[config.mk]
export PLATFORM = sky130hd
export DESIGN_NAME = alu_arbiter_flat
export DESIGN_NICKNAME = d
export VERILOG_FILES = /design/src/rtl/alu_pkg.sv /design/src/rtl/alu_arbiter_if.sv /design/src/rtl/alu_arbiter_rr_picker.sv /design/src/rtl/alu_arbiter.sv /design/src/flat_wrapper.sv
export SDC_FILE = /design/constraint.sdc
export NUM_CORES = 1
export LEC_CHECK = 0
export ABC_CLOCK_PERIOD_IN_PS = 4200
export CAP_MARGIN = 20
export CORE_AREA = 2 2 169 171
export DETAILED_ROUTE_END_ITERATION = 8
export DIE_AREA = 0 0 171 173
export GPL_TIMING_DRIVEN = 0
export MAX_ROUTING_LAYER = met4
export PLACE_DENSITY = 0.67
export SLEW_MARGIN = 20
export SYNTH_ARGS = -nofsm -noshare
export SYNTH_HDL_FRONTEND = slang
export SYNTH_SLANG_ARGS = --single-unit
[constraint.sdc]
create_clock -name clk -period 4.2 [get_ports clk]
set_clock_uncertainty 0.2 [all_clocks]
set_input_delay 0.84 -clock clk [delete_from_list [all_inputs] [get_ports clk]]
set_output_delay 0.84 -clock clk [all_outputs]
set_load 0.03 [all_outputs]
[src/rtl/alu_pkg.sv]
// Shared definitions for the ALU arbiter slice.
// Contents:
//   - opcode constants of the shared ALU (ADD..NOR) and OP_MAX
//   - bit positions inside the 5-bit flag vector {LT, GT, EQ, NEG, ZERO}
//   - arbiter FSM state encoding
//   - is_illegal(): true for opcodes outside the defined ALU set
package alu_pkg;

  localparam logic [3:0] OP_ADD  = 4'd0;
  localparam logic [3:0] OP_SUB  = 4'd1;
  localparam logic [3:0] OP_SL   = 4'd2;
  localparam logic [3:0] OP_SR   = 4'd3;
  localparam logic [3:0] OP_AND  = 4'd4;
  localparam logic [3:0] OP_OR   = 4'd5;
  localparam logic [3:0] OP_XOR  = 4'd6;
  localparam logic [3:0] OP_NAND = 4'd7;
  localparam logic [3:0] OP_NOT  = 4'd8;
  localparam logic [3:0] OP_NOR  = 4'd9;
  localparam logic [3:0] OP_MAX  = OP_NOR;

  localparam int FLAG_ZERO = 0;
  localparam int FLAG_NEG  = 1;
  localparam int FLAG_EQ   = 2;
  localparam int FLAG_GT   = 3;
  localparam int FLAG_LT   = 4;

  typedef enum logic [1:0] {
    ST_IDLE = 2'd0,
    ST_EXEC = 2'd1,
    ST_RESP = 2'd2
  } state_t;

  function automatic logic is_illegal(input logic [3:0] op);
    return (op > OP_MAX);
  endfunction

endpackage

[src/rtl/alu_arbiter_if.sv]
// Request/response bundle between the requesters and the ALU arbiter.
// Signals:
//   req_valid/req_ready  per-requester handshake (req_ready one-hot or zero)
//   req_op/req_a/req_b   flattened per-requester opcode and operands
//   rsp_valid/rsp_ready  single tagged response handshake
//   rsp_id/rsp_res/rsp_flags/rsp_illegal  response payload
// Modports:
//   master  requester / response-consumer side
//   slave   arbiter side
interface alu_arbiter_if #(
  parameter int NUM_REQ = 4,
  parameter int DATA_W  = 32,
  parameter int ID_W    = 2
);

  logic [NUM_REQ-1:0]        req_valid;
  logic [NUM_REQ-1:0]        req_ready;
  logic [4*NUM_REQ-1:0]      req_op;
  logic [DATA_W*NUM_REQ-1:0] req_a;
  logic [DATA_W*NUM_REQ-1:0] req_b;

  logic                      rsp_valid;
  logic                      rsp_ready;
  logic [ID_W-1:0]           rsp_id;
  logic [DATA_W-1:0]         rsp_res;
  logic [4:0]                rsp_flags;
  logic                      rsp_illegal;

  modport master (
    output req_valid, req_op, req_a, req_b, rsp_ready,
    input  req_ready, rsp_valid, rsp_id, rsp_res, rsp_flags, rsp_illegal
  );

  modport slave (
    input  req_valid, req_op, req_a, req_b, rsp_ready,
    output req_ready, rsp_valid, rsp_id, rsp_res, rsp_flags, rsp_illegal
  );

endinterface

[src/rtl/alu_arbiter_rr_picker.sv]
// Combinational round-robin picker.
// Ports:
//   req        request vector
//   ptr        index where the priority search starts
//   grant      one-hot grant (zero when no request)
//   grant_idx  encoded index of the granted requester (0 when no request)
// The search wraps modulo NUM_REQ; NUM_REQ must equal 2**ID_W so the
// wrap is a plain ID_W-bit overflow.
module rr_picker #(
  parameter int NUM_REQ = 4,
  parameter int ID_W    = 2
) (
  input  logic [NUM_REQ-1:0] req,
  input  logic [ID_W-1:0]    ptr,
  output logic [NUM_REQ-1:0] grant,
  output logic [ID_W-1:0]    grant_idx
);

  always_comb begin
    logic            found;
    logic [ID_W-1:0] idx;
    grant     = '0;
    grant_idx = '0;
    found     = 1'b0;
    idx       = '0;
    for (int k = 0; k < NUM_REQ; k++) begin
      idx = ptr + ID_W'(k);
      if (!found && req[idx]) begin
        found          = 1'b1;
        grant[idx]     = 1'b1;
        grant_idx      = idx;
      end
    end
  end

endmodule

[src/rtl/alu_arbiter.sv]
// Round-robin arbiter sharing one combinational ALU among NUM_REQ requesters.
// Ports:
//   clk, rst      clock (rising edge) and synchronous active-high reset
//   bus           alu_arbiter_if slave: request handshakes and tagged response
//   alu_ctrl/a/b  registered opcode and operands driven to the ALU
//   alu_res       ALU result, captured one cycle after accept
//   alu_flags     ALU flags {LT, GT, EQ, NEG, ZERO}, captured with alu_res
// Flow: IDLE -> (accept) EXEC -> RESP -> (transfer) IDLE, or straight back
// to EXEC when a new request is accepted in the transfer cycle, giving one
// operation every two cycles at best.
module alu_arbiter
  import alu_pkg::*;
#(
  parameter int NUM_REQ = 4,
  parameter int DATA_W  = 32,
  parameter int ID_W    = 2
) (
  input  logic              clk,
  input  logic              rst,
  alu_arbiter_if.slave      bus,
  output logic [3:0]        alu_ctrl,
  output logic [DATA_W-1:0] alu_a,
  output logic [DATA_W-1:0] alu_b,
  input  logic [DATA_W-1:0] alu_res,
  input  logic [4:0]        alu_flags
);

  state_t state_reg, state_next;

  logic [ID_W-1:0]    ptr_reg;
  logic [ID_W-1:0]    id_reg;
  logic [3:0]         ctrl_reg;
  logic [DATA_W-1:0]  a_reg;
  logic [DATA_W-1:0]  b_reg;

  logic [ID_W-1:0]    rsp_id_reg;
  logic [DATA_W-1:0]  rsp_res_reg;
  logic [4:0]         rsp_flags_reg;
  logic               rsp_illegal_reg;

  logic [NUM_REQ-1:0] grant_oh;
  logic [ID_W-1:0]    grant_idx;
  logic               accept;

  // Unflattened per-requester views of the request payload.
  logic [3:0]         op_arr [NUM_REQ];
  logic [DATA_W-1:0]  a_arr  [NUM_REQ];
  logic [DATA_W-1:0]  b_arr  [NUM_REQ];

  genvar gi;
  generate
    for (gi = 0; gi < NUM_REQ; gi++) begin : g_unpack
      assign op_arr[gi] = bus.req_op[4*gi +: 4];
      assign a_arr[gi]  = bus.req_a[DATA_W*gi +: DATA_W];
      assign b_arr[gi]  = bus.req_b[DATA_W*gi +: DATA_W];
    end
  endgenerate

  rr_picker #(
    .NUM_REQ (NUM_REQ),
    .ID_W    (ID_W)
  ) u_picker (
    .req       (bus.req_valid),
    .ptr       (ptr_reg),
    .grant     (grant_oh),
    .grant_idx (grant_idx)
  );

  // A slot opens when idle, or when the pending response leaves this cycle.
  // Gated by rst so no grant strobe is seen while reset is held.
  always_comb begin
    accept = 1'b0;
    if (!rst && (|bus.req_valid)) begin
      accept = (state_reg == ST_IDLE) ||
               ((state_reg == ST_RESP) && bus.rsp_ready);
    end
  end

  // State register
  always_ff @(posedge clk) begin
    if (rst) begin
      state_reg <= ST_IDLE;
    end else begin
      state_reg <= state_next;
    end
  end

  // Next-state logic
  always_comb begin
    state_next = state_reg;
    case (state_reg)
      ST_IDLE: begin
        if (accept) state_next = ST_EXEC;
      end
      ST_EXEC: begin
        state_next = ST_RESP;
      end
      ST_RESP: begin
        if (bus.rsp_ready) state_next = accept ? ST_EXEC : ST_IDLE;
      end
      default: begin
        state_next = ST_IDLE;
      end
    endcase
  end

  // Output logic
  always_comb begin
    bus.req_ready = '0;
    bus.rsp_valid = 1'b0;
    if (accept) bus.req_ready = grant_oh;
    if (state_reg == ST_RESP) bus.rsp_valid = 1'b1;
  end

  // Operation registers, pointer and response capture. The response
  // payload has its own registers so a back-to-back accept in the transfer
  // cycle cannot disturb what the consumer is reading.
  always_ff @(posedge clk) begin
    if (rst) begin
      ptr_reg         <= '0;
      id_reg          <= '0;
      ctrl_reg        <= '0;
      a_reg           <= '0;
      b_reg           <= '0;
      rsp_id_reg      <= '0;
      rsp_res_reg     <= '0;
      rsp_flags_reg   <= '0;
      rsp_illegal_reg <= 1'b0;
    end else begin
      if (accept) begin
        ctrl_reg <= op_arr[grant_idx];
        a_reg    <= a_arr[grant_idx];
        b_reg    <= b_arr[grant_idx];
        id_reg   <= grant_idx;
        ptr_reg  <= grant_idx + 1'b1;
      end
      if (state_reg == ST_EXEC) begin
        rsp_id_reg      <= id_reg;
        rsp_res_reg     <= alu_res;
        rsp_flags_reg   <= alu_flags;
        rsp_illegal_reg <= is_illegal(ctrl_reg);
      end
    end
  end

  assign alu_ctrl        = ctrl_reg;
  assign alu_a           = a_reg;
  assign alu_b           = b_reg;
  assign bus.rsp_id      = rsp_id_reg;
  assign bus.rsp_res     = rsp_res_reg;
  assign bus.rsp_flags   = rsp_flags_reg;
  assign bus.rsp_illegal = rsp_illegal_reg;

endmodule

[src/flat_wrapper.sv]
// flat-port wrapper written by rule: the top's interface ports become plain ports
module alu_arbiter_flat import alu_pkg::*;
#(
  parameter int NUM_REQ = 4,
  parameter int DATA_W  = 32,
  parameter int ID_W    = 2
)
  (clk, rst, alu_ctrl, alu_a, alu_b, alu_res, alu_flags, bus_req_valid, bus_req_op, bus_req_a, bus_req_b, bus_rsp_ready, bus_req_ready, bus_rsp_valid, bus_rsp_id, bus_rsp_res, bus_rsp_flags, bus_rsp_illegal);
  alu_arbiter_if #(.NUM_REQ(NUM_REQ), .DATA_W(DATA_W), .ID_W(ID_W)) bus_i ();
  input  logic clk;
  input  logic rst;
  output logic [3:0] alu_ctrl;
  output logic [DATA_W-1:0] alu_a;
  output logic [DATA_W-1:0] alu_b;
  input  logic [DATA_W-1:0] alu_res;
  input  logic [4:0] alu_flags;
  input wire logic [$bits(bus_i.req_valid)-1:0] bus_req_valid;
  input wire logic [$bits(bus_i.req_op)-1:0] bus_req_op;
  input wire logic [$bits(bus_i.req_a)-1:0] bus_req_a;
  input wire logic [$bits(bus_i.req_b)-1:0] bus_req_b;
  input wire logic [$bits(bus_i.rsp_ready)-1:0] bus_rsp_ready;
  output wire logic [$bits(bus_i.req_ready)-1:0] bus_req_ready;
  output wire logic [$bits(bus_i.rsp_valid)-1:0] bus_rsp_valid;
  output wire logic [$bits(bus_i.rsp_id)-1:0] bus_rsp_id;
  output wire logic [$bits(bus_i.rsp_res)-1:0] bus_rsp_res;
  output wire logic [$bits(bus_i.rsp_flags)-1:0] bus_rsp_flags;
  output wire logic [$bits(bus_i.rsp_illegal)-1:0] bus_rsp_illegal;
  assign bus_i.req_valid = bus_req_valid;
  assign bus_i.req_op = bus_req_op;
  assign bus_i.req_a = bus_req_a;
  assign bus_i.req_b = bus_req_b;
  assign bus_i.rsp_ready = bus_rsp_ready;
  assign bus_req_ready = bus_i.req_ready;
  assign bus_rsp_valid = bus_i.rsp_valid;
  assign bus_rsp_id = bus_i.rsp_id;
  assign bus_rsp_res = bus_i.rsp_res;
  assign bus_rsp_flags = bus_i.rsp_flags;
  assign bus_rsp_illegal = bus_i.rsp_illegal;
  alu_arbiter #(.NUM_REQ(NUM_REQ), .DATA_W(DATA_W), .ID_W(ID_W)) u_core (.clk(clk), .rst(rst), .bus(bus_i), .alu_ctrl(alu_ctrl), .alu_a(alu_a), .alu_b(alu_b), .alu_res(alu_res), .alu_flags(alu_flags));
endmodule
==> results of run 1 <==
==> cell usage after synthesis <==
cell type	count
nor3b_1	1
nor4_1	1
buf_2	27
buf_4	7
xor2_1	1
nor2_1	74
nor3_1	2
a211oi_1	2
a31oi_1	1
a211o_1	68
or3_1	70
buf_1	5
a221oi_1	1
and2b_1	1
or2_1	1
clkbuf_1	100
nand2b_1	4
a2111oi_2	8
a2111oi_0	59
o41ai_4	1
o211ai_1	2
a21o_1	1
nand2_2	1
o21a_1	1
dfxtp_1	114
o22a_1	67
o31ai_1	67
nor2b_1	2
inv_1	8
a21oi_1	53
a221o_1	4
and3b_1	1
mux2i_1	139
o31a_1	1
o211a_2	1
or3b_2	1
buf_6	2
ha_1	8
nand2_1	93
mux2_2	2
mux4_2	3
o21ai_0	11
o22ai_1	134
==> layout by cell type (no fill, tap or decap), types with 6 or more instances in the layout <==
master           Yosys  final
a21oi_1             53     52
clkdlybuf4s50_1      0    421
inv_1                8      7
buf_2               27     30
o22a_1              67     67
nor2_1              74     74
a211o_1             68     68
o22ai_1            134    134
o31ai_1             67     67
clkbuf_2             0      6
nand2_1             93     93
o21ai_0             11     10
ha_1                 8      8
a2111oi_2            8      8
clkbuf_1           100     92
buf_4                7     12
clkbuf_16            0     17
a2111oi_0           59     59
mux2i_1            139    139
dfxtp_1            114    112
or3_1               70     70
==> critical path: cells and delay by family <==
family / cells / cell delay, ps
AOI/OAI and AO/OA: 3 / 480
muxes: 1 / 630
and+or+nand+nor: 1 / 420
buffers and inverters: 2 / 680
==> logic make-up after synthesis <==
| kind of cell | Yosys count |
|---|---|
| multiplexers | 144 |
| flip-flops | 114 |
| buffers and inverters | 149 |
| AO/OA/AOI/OAI | 482 |
| adder cells (fa/ha/maj) | 8 |
| XOR/XNOR | 1 |
| AND/OR/NAND/NOR | 252 |
==> worst max path at each step <==
stage | startpoint | end | slack, ps | depth (start not counted)
final | bus_req_valid[2] | bus_req_ready[1] | 120 | 7
after floorplan | u_core.ptr_reg[0]$_SDFFE_PP0P_ | bus_req_ready[0] | 490 | 10
after global placement | bus_req_valid[2] | bus_req_ready[1] | -830 | 9
after global routing | u_core.ptr_reg[0]$_SDFFE_PP0P_ | bus_req_ready[3] | -20 | 11
after CTS | u_core.ptr_reg[0]$_SDFFE_PP0P_ | bus_req_ready[1] | 30 | 11
after detailed placement | bus_req_valid[2] | bus_req_ready[1] | -830 | 9
==> metrics by stage <==
stage	worst slack [ps]	TNS, ps	total power, mW
floorplan	487	0	4.67
global placement	-828	-19440	6.41
detailed placement	-825	-20550	6.47
CTS	33.4	0	8.06
global route	-16.1	-26.5	8.49
finish	120	0	8.08
==> what timing repair did <==
action                                  4_1_cts  5_1_grt
hold buffers                                  0        0
pin swaps                                     0        1
buffers inserted                              0        3
hold endpoints to repair                      0        0
endpoints found under the setup margin       60       43
gates resized for setup                      28       15
==> metal layers <==
layer / track usage, % / share of wire [%]
met3: 6.96 / 8.7
met2: 48.0 / 48
met4: 6.78 / 1.7
met5: - / 0
met1: 35.2 / 42
==> power by group through the flow <==
stage               clock, mW  sequential, mW  combinational (mW)
global placement            0            1.58                4.82
floorplan                   0            2.12                2.55
CTS                      1.59            1.57                4.90
finish                   1.56            1.57                4.94
global route             1.62            1.60                5.27
detailed placement          0            1.59                4.88
==> layout make-up <==
cell class	count	area, um2	share of cell area [%]
tap	378	473	3.22
inverter	8	33.8	0.230
buffer	140	613	4.18
antenna	2	5.00	0.0341
multi-input combinational	887	6390	43.6
clock inverter	15	184	1.25
sequential	114	2280	15.6
timing repair buffer	428	4260	29.1
clock buffer	17	425	2.90
==> reports/metrics.cfg, run 1 <==
[critical_path]
worstPathArrival_ps=3040
reg2reg_from=u_core.ptr_reg[0]$_SDFFE_PP0P_
cp.required_ps=3160
r2r_setup_slack_ps=340
cp_slowest_cell=mux4_2
crit_path_max_incr_delay_ps=630
worstSetupStartpointType=primary input
cp-end-kind=output port
worstPathCellList=clkdlybuf4s50_1 -> mux4_2 -> and2b_1 -> a221o_1 -> o21ai_0 -> a21oi_1 -> buf_4
r2r_end=u_core.alu_ctrl[2]$_SDFFE_PP0P_
rr_worst_depth=12
crit_path_max_fanout=9
crit_type=primary input to output port

[grt]
antenna_found_initial=2
grt_use_total_pct=28.9
grt_max_degree=17
grt_pass1_wl_um=65100
grt_pass1_vias=11255
grt_overflow=0

[routing]
drtPass1Iterations=7
wire_per_inst_um=22.0
drt-initial-drc-count=931
drc=0
ant_nets=0
avgViaCountPerCell=5.87
num_vias=11670
finalWirelength_um=43700

[synth]
synthMuxAreaShare_pct=15.9
synth_top_area_share_pct=24.5
synthSimpleGateAreaFrac_pct=12.5
ys_types=43
synth.area.top_cells=dfxtp_1, mux2i_1, o22ai_1
ys_seq_area_share_pct=24.5
avgSynthCellArea_um2=8.08
yosys.area.top_type=dfxtp_1
syn-cell-area_um2=9300
synth_fa_ha_area_share_pct=1.08
syn-num-nets=1474
synth_warnings=0
synth_compound_area_share_pct=39.0
synth_top_family_by_area=compound AO/OA/AOI/OAI gates
synth-xor-area-share_pct=0.0942
postSynthCellCount=1150
ys_ff_latch=114

[sta]
setup_viol=0
slew_violations=0
period_share_pct=97.1
fin_crit_ps=4080
maxSlewHeadroom_pct=34.5
worst_pin_slew_ps=978
hold_viol=0
fmax_mhz=245
hold-worst-slack_ps=254

[pwr]
combPwrFrac_pct=61.2
intPower_mw=4.34
p_sw_mw=3.74
p_seq_share_pct=19.5
p_per_area_nw_per_um2=551
switching_share_pct=46.3
ir_worst_vdd_v=0.000270
clockPowerShare_pct=19.3
leakage_nw=5.61

[clock_network]
clkTransAtPathRegs_ps=60
clock-sinks=114
htreeDepth=4
cts_tree=yes
clk_path_buf_depth=2
cts_buffers=17
cts_root_buffer=clkbuf_16
clk_latency_ps=420

[die]
num_rows=61
ioPinCount=429
start_util_pct=33.7
die_area_um2=29600
die_h_um=173
coreArea_um2=27600
fp.dieW_um=171

[layout]
final_area_um2=14700
fillers=2720
final_nets=1920
final_core_util_pct=53.1
drive_above_1_share_pct=6.46
final_cells=1989
syn_to_final_growth_pct=57.8

[hold_path]
hold_path_end=u_core.bus.rsp_id[0]$_SDFFE_PP0N_
hp-class=flop to flop
hold_start=u_core.bus.rsp_id[0]$_SDFFE_PP0N_
min_path_cells=2

[placed_design]
place_area_um2=14000
dp_cells=1953
io_buffers=425
dp_hpwl_um=32800
gp_congestion=0.883

[outcome]
status=finished clean

[run]
cap_violations=0

(Power assumes the default switching activity.)
==> inputs of run 2 (changes only) <==
--- a/config.mk
+++ b/config.mk
@@ -5,14 +5,14 @@
 export SDC_FILE = /design/constraint.sdc
 export NUM_CORES = 1
 export LEC_CHECK = 0
-export ABC_CLOCK_PERIOD_IN_PS = 4200
+export ABC_CLOCK_PERIOD_IN_PS = 3450
 export CAP_MARGIN = 20
-export CORE_AREA = 2 2 169 171
+export CORE_AREA = 2 2 167 169
 export DETAILED_ROUTE_END_ITERATION = 8
-export DIE_AREA = 0 0 171 173
+export DIE_AREA = 0 0 169 171
+export DONT_BUFFER_PORTS = 1
 export GPL_TIMING_DRIVEN = 0
 export MAX_ROUTING_LAYER = met4
-export PLACE_DENSITY = 0.67
 export SLEW_MARGIN = 20
 export SYNTH_ARGS = -nofsm -noshare
 export SYNTH_HDL_FRONTEND = slang
==> constraint.sdc (replaced) <==
create_clock -name clk -period 3.45 [get_ports clk]
set_clock_uncertainty 0.2 [all_clocks]
set_input_delay 0.69 -clock clk [delete_from_list [all_inputs] [get_ports clk]]
set_output_delay 0.69 -clock clk [all_outputs]
set_load 0.03 [all_outputs]
==> reports/metrics.cfg, run 2 (same netlist as run 1, synthesis figures left out) <==
[die]
coreArea_um2=27300  ; was 27600 um2
ioPinCount=429  ; unchanged
start_util_pct=34.0  ; was 33.7%
num_rows=61  ; unchanged
die_h_um=171  ; was 173 um
die_area_um2=28900  ; was 29600 um2
fp.dieW_um=169  ; was 171 um

[critical_path]
crit_type=flop to flop  ; was primary input to output port
path_delay_family=compound AO/OA/AOI/OAI gates  ; was buffers and inverters
cp-end-kind=flop  ; was output port
reg2reg_from=u_core.ptr_reg[0]$_SDFFE_PP0P_  ; unchanged
rr_worst_depth=11  ; was 12
worst-path-buf-inv=4  ; was 2
crit_start=u_core.ptr_reg[0]$_SDFFE_PP0P_  ; was bus_req_valid[2]
cp.required_ps=3620  ; was 3160 ps
worstPathCellList=clkinvlp_4 -> ha_4 -> mux4_2 -> buf_4 -> nand2b_1 -> buf_2 -> clkbuf_2 -> o22a_1 -> nor2_1 -> a2111oi_0 -> a211o_1  ; was clkdlybuf4s50_1 -> mux4_2 -> and2b_1 -> a221o_1 -> o21ai_0 -> a21oi_1 -> buf_4
cp_slowest_cell=a2111oi_0  ; was mux4_2
worstPathArrival_ps=3580  ; was 3040 ps
r2r_end=u_core.alu_b[26]$_SDFFE_PP0P_  ; was u_core.alu_ctrl[2]$_SDFFE_PP0P_
r2r_setup_slack_ps=40  ; was 340 ps
crit_path_max_fanout=10  ; was 9
crit_path_max_incr_delay_ps=590  ; was 630 ps
worstSetupStartpointType=flop  ; was primary input

[clock_network]
cts_root_buffer=clkbuf_16  ; unchanged
cts_tree=yes  ; unchanged
hold_buffers=0  ; unchanged
cts_buffers=17  ; unchanged
clock-sinks=114  ; unchanged
clk_latency_ps=430  ; was 420 ps
htreeDepth=4  ; unchanged
clkTransAtPathRegs_ps=70  ; was 60 ps
clk_path_buf_depth=2  ; unchanged

[sta]
slew_violations=0  ; unchanged
setup_viol=0  ; unchanged
period_share_pct=98.9
fmax_mhz=293
maxSlewHeadroom_pct=40.9  ; was 34.5%
hold_viol=0  ; unchanged
fin_crit_ps=3410
rsz0062_at_grt=yes
hold-worst-slack_ps=187  ; was 254 ps
worst_pin_slew_ps=887  ; was 978 ps

[placed_design]
place_area_um2=9750  ; was 14000 um2
io_buffers=0  ; was 425
dp_hpwl_um=30200  ; was 32800 um
gp_congestion=0.882  ; was 0.883

[routing]
wire_per_inst_um=26.0  ; was 22.0 um
avgViaCountPerCell=6.48  ; was 5.87
num_vias=9998  ; was 11670
finalWirelength_um=40100  ; was 43700 um
ant_nets=0  ; unchanged
drc=0  ; unchanged
drtPass1Iterations=5  ; was 7
drt-initial-drc-count=844  ; was 931

[layout]
fillers=2833  ; was 2720
final_nets=1506  ; was 1920
final_cell_mix=mux2i_1, o22ai_1, dfxtp_1  ; was clkdlybuf4s50_1, mux2i_1, o22ai_1
drive_above_1_share_pct=12.7  ; was 6.46%
layout_commonest_cell=mux2i_1  ; was clkdlybuf4s50_1
multi_input_area_um2=6550  ; was 6390 um2
register_area_um2=2290  ; was 2280 um2
syn_to_final_growth_pct=14.6  ; was 57.8%
final_area_um2=10700  ; was 14700 um2
final_core_util_pct=39.0  ; was 53.1%

[grt]
grt_pass1_vias=9254  ; was 11255
grt_use_total_pct=26.9  ; was 28.9%
grt_max_degree=17  ; unchanged
antenna_found_initial=0  ; was 2
grt_pass1_wl_um=58100  ; was 65100 um
grt_overflow=0  ; unchanged

[pwr]
p_per_area_nw_per_um2=833  ; was 551 nW/um2
leakage_nw=4.11  ; was 5.61 nW
ir_worst_vdd_v=0.000335  ; was 0.000270 V
power.total_mw=8.88  ; was 8.08 mW

[hold_path]
hold_start=alu_flags[0]  ; was u_core.bus.rsp_id[0]$_SDFFE_PP0N_
hp-class=primary input to flop  ; was flop to flop
hold_path_end=u_core.bus.rsp_flags[0]$_SDFFE_PP0N_  ; was u_core.bus.rsp_id[0]$_SDFFE_PP0N_
min_path_cells=2  ; unchanged

[outcome]
status=finished clean  ; unchanged

[run]
cap_violations=0  ; unchanged

run 2: worst max-delay path by stage:
stage                                               end  slack (ps)  cells past startpoint
after floorplan                        bus_req_ready[0]          20                     10
after global placement     u_core.alu_a[8]$_SDFFE_PP0P_       -1280                     12
after detailed placement   u_core.alu_a[8]$_SDFFE_PP0P_       -1280                     11
after CTS                              bus_req_ready[3]         -50                     10
after global routing                   bus_req_ready[3]         -40                      7
final                     u_core.alu_b[26]$_SDFFE_PP0P_          40                     11
run 2: what timing repair did:
item                       CTS  global route
setup buffers               11             8
resized for setup           55            43
setup endpoints to repair   76            73
pin swaps                    9            12
run 2: metrics by stage:
stage                     TNS [ps]  setup slack [ps]  cells
after global placement      -61850             -1280   1496
final                            0              39.3   1542
after global routing         -63.7             -40.2   1541
after detailed placement    -62660             -1280   1496
after CTS                     -157             -49.1   1536
after floorplan                  0              22.2   1150
run 2: worst register-to-register path, stage by stage (launching register included):
cell and delay, ps:
dfxtp_4 370, clkinvlp_4 110, ha_4 290, mux4_2 350, buf_4 170, nand2b_1 240
buf_2 330, clkbuf_2 310, o22a_1 190, nor2_1 40, a2111oi_0 590, a211o_1 170
run 2: cell type report:
| type | instances | share of cell area [%] |
|---|---|---|
| multi-input cells | 887 | 61.4 |
| flip-flops and latches | 114 | 21.5 |
| plain buffers | 135 | 6.00 |
| clock buffers | 19 | 4.06 |
| well taps | 346 | 4.06 |
| repair buffers | 19 | 1.34 |
| clock inverters | 13 | 1.23 |
| inverters | 8 | 0.352 |
| diodes | 1 | 0.0235 |
run 2: layer usage:
layer  part of all wire [%]  up-vias  global-route usage [%]
met5                      0        -                       -
met4                    1.7        0                    6.91
met3                    9.1       39                    7.86
met2                     48      492                    45.2
met1                     41     4836                    31.6
li1                       -     4631                       -
run 2: report_power, final:
| group | leakage, nW | internal (mW) | switching [mW] |
|---|---|---|---|
| logic | 2.90 | 1.80 | 2.65 |
| registers | 0.941 | 1.69 | 0.997 |
| clock network | 0.270 | 1.00 | 0.746 |
==> inputs of run 3 (changes only) <==
--- a/config.mk
+++ b/config.mk
@@ -11,7 +11,6 @@
 export DETAILED_ROUTE_END_ITERATION = 8
 export DIE_AREA = 0 0 169 171
 export DONT_BUFFER_PORTS = 1
-export GPL_TIMING_DRIVEN = 0
 export MAX_ROUTING_LAYER = met4
 export SLEW_MARGIN = 20
 export SYNTH_ARGS = -nofsm -noshare
==> reports/metrics.cfg, run 3 (same netlist as run 1, synthesis figures left out) <==
[clock_network]
clk_latency_ps=430  ; about the same
cts_buffers=17  ; unchanged
cts_tree=yes  ; unchanged
clock-sinks=114  ; unchanged
clk_path_buf_depth=2  ; unchanged
htreeDepth=4  ; unchanged
cts_root_buffer=clkbuf_16  ; unchanged
clkTransAtPathRegs_ps=70  ; about the same
hold_buffers=0  ; unchanged

[pwr]
p_seq_share_pct=30.5  ; was 30.2%
leakage_nw=4.06  ; was 4.11 nW
combPwrFrac_pct=48.9  ; was 50.1%
clockPowerShare_pct=20.6  ; was 19.7%
p_per_area_nw_per_um2=839  ; was 833 nW/um2
p_sw_mw=4.18  ; was 4.39 mW
intPower_mw=4.60  ; was 4.49 mW
ir_worst_vdd_v=0.000498  ; was 0.000335 V
switching_share_pct=47.6  ; was 49.5%

[critical_path]
crit_type=flop to output port  ; was flop to flop
worstPathArrival_ps=2440  ; was 3580 ps
r2r_setup_slack_ps=260  ; was 40 ps
cp-end-kind=output port  ; was flop
rr_worst_depth=10  ; was 11
worstSetupStartpointType=flop  ; unchanged
cp.required_ps=2560  ; was 3620 ps
r2r_end=u_core.alu_ctrl[3]$_SDFFE_PP0P_  ; was u_core.alu_b[26]$_SDFFE_PP0P_
reg2reg_from=u_core.ptr_reg[0]$_SDFFE_PP0P_  ; unchanged
crit_path_max_fanout=8  ; was 10

[sta]
period_share_pct=96.6  ; was 98.9%
tns_ps=0  ; unchanged
slew_violations=0  ; unchanged
worst_pin_slew_ps=676  ; was 887 ps
rsz0062_at_grt=no  ; was yes
fin_crit_ps=3330  ; was 3410 ps
hold_viol=0  ; unchanged
fmax_mhz=300  ; was 293 MHz
setup_viol=0  ; unchanged
maxSlewHeadroom_pct=54.8  ; was 40.9%

[layout]
diodes=0  ; was 1
final_core_util_pct=38.3  ; was 39.0%
fillers=2773  ; was 2833
drive_above_1_share_pct=12.2  ; was 12.7%
final_nets=1416  ; was 1506
final_cell_mix=mux2i_1, o22ai_1, dfxtp_1  ; unchanged
layout_commonest_cell=mux2i_1  ; unchanged
syn_to_final_growth_pct=12.6  ; was 14.6%
final_cells=1450  ; was 1542

[die]
ioPinCount=429  ; unchanged
start_util_pct=34.0  ; unchanged
fp.dieW_um=169  ; unchanged
die_h_um=171  ; unchanged
num_rows=61  ; unchanged
die_area_um2=28900  ; unchanged
coreArea_um2=27300  ; unchanged

[hold_path]
hold_start=rst  ; was alu_flags[0]
min_path_cells=1  ; was 2
hp-class=primary input to flop  ; unchanged
hold_path_end=u_core.bus.rsp_res[11]$_SDFFE_PP0N_  ; was u_core.bus.rsp_flags[0]$_SDFFE_PP0N_

[placed_design]
dp_hpwl_um=24300  ; was 30200 um
gp_congestion=0.904  ; was 0.882
io_buffers=0  ; unchanged
dp_cells=1410  ; was 1496

[grt]
grt_overflow=0  ; unchanged
grt_pass1_wl_um=51200  ; was 58100 um
antenna_found_initial=1  ; was 0
grt_use_total_pct=23.3  ; was 26.9%
grt_pass1_vias=8814  ; was 9254
grt_max_degree=59  ; was 17

[routing]
drt-initial-drc-count=775  ; was 844
drtPass1Iterations=6  ; was 5
avgViaCountPerCell=6.56  ; was 6.48
wire_per_inst_um=24.4  ; was 26.0 um
ant_nets=0  ; unchanged
drc=0  ; unchanged
num_vias=9506  ; was 9998
finalWirelength_um=35400  ; was 40100 um

[outcome]
status=finished clean  ; unchanged

[run]
cap_violations=0  ; unchanged

## run 3: how the worst max path moves through the flow
stage,from,end,slack [ps],depth (start not counted)
floorplan,u_core.ptr_reg[0]$_SDFFE_PP0P_,bus_req_ready[0],20,10
global placement,u_core.ptr_reg[0]$_SDFFE_PP0P_,u_core.alu_ctrl[3]$_SDFFE_PP0P_,70,8
detailed placement,u_core.ptr_reg[0]$_SDFFE_PP0P_,u_core.alu_ctrl[3]$_SDFFE_PP0P_,50,8
CTS,u_core.ptr_reg[1]$_SDFFE_PP0P_,bus_req_ready[1],30,10
global route,u_core.ptr_reg[0]$_SDFFE_PP0P_,bus_req_ready[3],10,8
finish,u_core.ptr_reg[1]$_SDFFE_PP0P_,bus_req_ready[1],120,7
## run 3: power groups by stage
stage	combinational, mW	sequential, mW	clock, mW
CTS	4.22	2.68	1.85
finish	4.30	2.68	1.81
detailed placement	4.17	2.71	0
global route	4.61	2.71	1.90
floorplan	3.12	2.58	0
global placement	4.10	2.71	0
## run 3: stage by stage
step | instance area, um2 | hold WS, ps | power [mW] | worst slack (ps)
detailed placement | 9780 | 249 | 6.88 | 50.9
global placement | 9780 | 255 | 6.81 | 68.3
floorplan | 9310 | 232 | 5.69 | 22.2
finish | 10500 | 134 | 8.78 | 117
global route | 10500 | 106 | 9.23 | 12.0
CTS | 10400 | 106 | 8.75 | 26.7
## run 3: metal layers
| layer | part of all wire [%] | vias up | GRT usage (%) |
|---|---|---|---|
| li1 | - | 4448 | - |
| met3 | 9.8 | 52 | 7.75 |
| met4 | 2.4 | 0 | 8.18 |
| met5 | 0 | - | - |
| met2 | 49 | 459 | 39.6 |
| met1 | 38 | 4547 | 25.8 |
## run 3: critical path: stages, from the launching register on
cell     delay [ps]
dfxtp_2         350
buf_4           180
mux4_2          570
and2b_4         230
a221o_1         290
o21ai_0         130
a21oi_2         110
buf_6           150
## run 3: area by class of cell
| type | instances | area [um2] | area share, % |
|---|---|---|---|
| Multi-Input combinational cell | 887 | 6470 | 61.7 |
| Sequential cell | 114 | 2290 | 21.8 |
| Timing Repair Buffer | 64 | 671 | 6.40 |
| Tap cell | 346 | 433 | 4.13 |
| Clock buffer | 17 | 425 | 4.06 |
| Clock inverter | 14 | 158 | 1.51 |
| Inverter | 8 | 32.5 | 0.311 |
## run 3: timing repair
item                       4_1_cts  5_1_grt
pin swaps                        2        5
gates resized for setup          8       10
setup endpoints to repair        4        4
buffers inserted                 2        7
==> patch 1 (config.mk and constraints of run 2) <==
`DATA_W` is set to 32 in 3 places; all go to 16.
--- a/src/rtl/alu_arbiter_if.sv
+++ b/src/rtl/alu_arbiter_if.sv
@@ -9,7 +9,7 @@
 //   slave   arbiter side
 interface alu_arbiter_if #(
   parameter int NUM_REQ = 4,
-  parameter int DATA_W  = 32,
+  parameter int DATA_W  = 16,
   parameter int ID_W    = 2
 );
 
--- a/src/rtl/alu_arbiter.sv
+++ b/src/rtl/alu_arbiter.sv
@@ -12,7 +12,7 @@
   import alu_pkg::*;
 #(
   parameter int NUM_REQ = 4,
-  parameter int DATA_W  = 32,
+  parameter int DATA_W  = 16,
   parameter int ID_W    = 2
 ) (
   input  logic              clk,
--- a/src/flat_wrapper.sv
+++ b/src/flat_wrapper.sv
@@ -2,7 +2,7 @@
 module alu_arbiter_flat import alu_pkg::*;
 #(
   parameter int NUM_REQ = 4,
-  parameter int DATA_W  = 32,
+  parameter int DATA_W  = 16,
   parameter int ID_W    = 2
 )
   (clk, rst, alu_ctrl, alu_a, alu_b, alu_res, alu_flags, bus_req_valid, bus_req_op, bus_req_a, bus_req_b, bus_rsp_ready, bus_req_ready, bus_rsp_valid, bus_rsp_id, bus_rsp_res, bus_rsp_flags, bus_rsp_illegal);
Ports: changed (6 resized); port bits go from 429 to 237. The function was not compared with the original's and may differ.
==> patch 1 against run 2 <==
Via count down 69%; routed wire length decreased by 64%; sequential cell count fell by 48; critical endpoint is now bus_req_ready[3]; total power decreased by 64%; area after synthesis down 59%; first-iteration DRC count is 80% lower; die area unchanged; design area shrank 56%; count of clock-buffer cells in the layout fell by 10; setup slack improved by 0.11 ns; non-clock buffer count shrank 116; utilization fell by 22 points.
==> patch 1: results (changes against run 2) <==
met2 WL 7.29 mm (-62%); Gate Count Post-Synth 389 (-66%); Synth Area in XOR/XNOR 0 (-0.000942); Repair and plain buffers 38 (-75%); htree depth 3 (-1); Leak 0.00168 uW (-59%); wl on met1 6.12 mm (-63%); Mapped Nets 569 (-61%); multi-input combinational area share 0.501 (-0.113); GRT met1 Usage 0.117 (-0.199); dpl ws -1.02 ns (+0.265 ns); mux contribution to synthesized area 0.225 (+0.0653); P_seq 1250 uW (-53%); # clk buffers 9 (-10); Compound-Gate Fraction of Synth Area 0.220 (-0.170); layout cells sized above 1 0.241 (+0.114); Tightest Hold Check Type reg2reg; worst vdd ir 0.224 mV (-33%); WHS 0.263 ns (+0.0757 ns); HPWL Detailed 11.1 mm (-63%); largest net degree at the start of global routing 14 (-3); ANT cells 0 (-1); post-synthesis sequential area ratio 0.347 (+0.102); Initial DRT Pass Iterations 4 (-1); vias per inst 4.10 (-37%); clk_lat worst skew 0.34 ns (-0.09 ns); first-pass GRT wire length 20.2 mm (-65%); Adder-Cell Fraction of Synth Area 0.0263 (+0.0156); RePlAce Congestion 0.833 (-5.5%); Tmin final 3.30 ns (-0.109 ns); worst min-delay path endpoint u_core.bus.rsp_id[1]; CP Max Fanout 5 (-5); status finished, final reports clean; dpl cells 735 (-51%); final-stage net count 585 (-61%); Multi-In Gates 287 (-68%); Yosys cell types 37 (-14%); Post-Layout Cell Count 756 (-51%); Net Sw Frac 0.412 (-0.0829); Worst setup endpoint bus_req_ready[3]; Non-clk invs 3 (-5); Worst Path Arrival 2.41 ns (-1.17 ns); vias in the first global route 3036 (-67%); R2R setup slack 0.23 ns (+0.19 ns); Storage cell area 1330 um^2 (-42%); Layout clock area frac 0.0644 (+0.0115); leading post-synthesis cells by cell area dfxtp_1 (35%), mux2i_1 (19%), o221ai_2 (11%)
==> patch 1: changes by cell type after synthesis, moves of 29 or more <==
cell,change
o22ai_1,-134
clkbuf_1,-88
a211o_1,-68
o22a_1,-67
o31ai_1,-67
or3_1,-67
mux2i_1,-66
nor2_1,-66
a2111oi_0,-59
dfxtp_1,-48
o221ai_2,+29
==> patch 1: repair_timing <==
item | CTS | global route
setup endpoints to repair | 44 | 40
pin swaps | 3 | 5
buffers inserted | 5 | 2
resized for setup | 15 | 9
==> patch 1: worst max-delay path, stage by stage, from the launching register on <==
cell and delay (ns):
dfxtp_4 0.35, buf_8 0.10, clkinvlp_4 0.10, ha_4 0.29, mux4_2 0.35, nor4b_4 0.42
a22oi_1 0.12, o21a_1 0.16, nor2_4 0.19
==> patch 1: metrics by stage <==
step	instance area (um^2)	power, uW
floorplan	3830	1910
global placement	4270	2150
detailed placement	4270	2170
CTS	4650	3210
global route	4700	3340
finish	4700	3160
==> patch 2 (settings of run 2) <==
Without the edit above. The 3 states of `state_t` get a one-hot encoding in 3 bits.
--- a/src/rtl/alu_pkg.sv
+++ b/src/rtl/alu_pkg.sv
@@ -24,10 +24,10 @@
   localparam int FLAG_GT   = 3;
   localparam int FLAG_LT   = 4;
 
-  typedef enum logic [1:0] {
-    ST_IDLE = 2'd0,
-    ST_EXEC = 2'd1,
-    ST_RESP = 2'd2
+  typedef enum logic [2:0] {
+    ST_IDLE = 3'b001,
+    ST_EXEC = 3'b010,
+    ST_RESP = 3'b100
   } state_t;
 
   function automatic logic is_illegal(input logic [3:0] op);
Formal check against the unedited RTL: same outputs for any inputs over 4 cycles, from zero or initial values and one cycle with rst high; so few cycles prove little.
==> patch 2 against run 2 <==
The flow now finishes with violations (negative setup slack); area after synthesis decreased by 24%; non-clock buffer count down 49; sequential share of layout area grew 6.1 points; routed wire length fell by 24%; final cell count decreased by 20%; hold slack improved by 0.0052 ns; sequential cell count up 1; first-iteration DRC count decreased by 40%; critical path depth down 3; setup slack lost 0.050 ns; design area decreased by 21%; critical path type is now reg2out; critical endpoint is now bus_req_ready[1]; highest routed layer unchanged.
Power is not compared: it rests on default switching activity, and its combinational part moved more than twofold at a synthesized area within 25%.
==> patch 2: results (changes against run 2) <==
Repair and plain buffers 105 (-32%); Initial DRT Pass Iterations 7 (+2); NonClk Buf Share 0.0664 (-0.00698); reg2reg start u_core.ptr_reg[1]; met3 WL post-DR 3.05 mm (-16%); status complete, but fails checks; wl on met1 11.8 mm (-28%); Post-Layout Cell Count 1237 (-20%); Register-to-Register Path Depth 10 (-1); leading post-synthesis cells by cell area dfxtp_1 (33%), nand2_1 (8.4%), mux2i_1 (6.0%); met2 Usage GRT 0.351 (-0.101); Multi-input gate area 4450 um^2 (-32%); CP delay by family, top simple AND/OR/NAND/NOR gates; clk_lat worst skew 0.41 ns (-0.02 ns); fillers 2948 (+4.1%); Layout clock area frac 0.0719 (+0.0190); HPWL Detailed 23.3 mm (-23%); setup ws final -0.0105 ns (-0.0498 ns); WHS 0.192 ns (+0.00520 ns); violated checks negative setup slack; GR Util met3 0.0712 (-0.00740); first-pass GRT wire length 42.7 mm (-26%); Storage cell area 2310 um^2 (+0.87%); most frequent cells after synthesis nand2_1 (158), dfxtp_1 (115), clkbuf_1 (67), nand3_1 (58), a21oi_1 (44); Final setup viols 1 (+1); Synth Register Bits 115 (+0.88%); Largest stage delay, worst path 0.37 ns (-0.22 ns); met2 WL 15.0 mm (-23%); Multi-In Gates 636 (-28%); Worst setup endpoint bus_req_ready[1]; gr usage total 0.202 (-0.0669); CP Max Fanout 3 (-7); R2R setup slack 0.15 ns (+0.11 ns); post-synthesis sequential area ratio 0.328 (+0.0822); Max stage delay cell, worst path dfxtp_4; Worst Min Path Start bus_req_a[125]; ANT cells 0 (-1); Yosys cell types 49 (+14%); RePlAce Congestion 0.887 (+0.56%); initial DRC count 508 (-40%); vias per inst 5.77 (-11%); wire per inst 24.7 um (-5.0%); Non-clk invs 3 (-5); GRT met1 Usage 0.218 (-0.0984); Post-Syn Area per Cell 8.32 um^2 (+2.9%); worst r2r dst u_core.alu_b[15]
## patch 2: power groups by stage
stage | clock [uW] | combinational [uW] | sequential (uW)
floorplan | 0 | 1120 | 2120
detailed placement | 0 | 1490 | 2200
global route | 1960 | 1750 | 2200
CTS | 1900 | 1590 | 2180
global placement | 0 | 1460 | 2200
finish | 1850 | 1620 | 2180
## patch 2: stage by stage
stage	total power [uW]	instance area [um^2]	utilization	setup TNS (ns)
floorplan	3240	7050	-	-0.0989
global placement	3660	7480	0.274	-23.75
detailed placement	3690	7480	0.274	-23.40
CTS	5670	8320	0.305	-0.0705
global route	5910	8370	0.306	-0.423
finish	5640	8370	0.306	-0.0105
## patch 2: cell families after synthesis
group | share of synthesized area
mux | 0.131
compound gates | 0.314
simple gates | 0.155
fa+ha+maj | 0.0142
flops | 0.328
buf+inv | 0.0582
## patch 2: timing repair
action | CTS | global route
resized for setup | 31 | 10
setup buffers | 12 | 4
endpoints found under the setup margin | 75 | 53
pin swaps | 8 | 8
hold buffers | 0 | 0
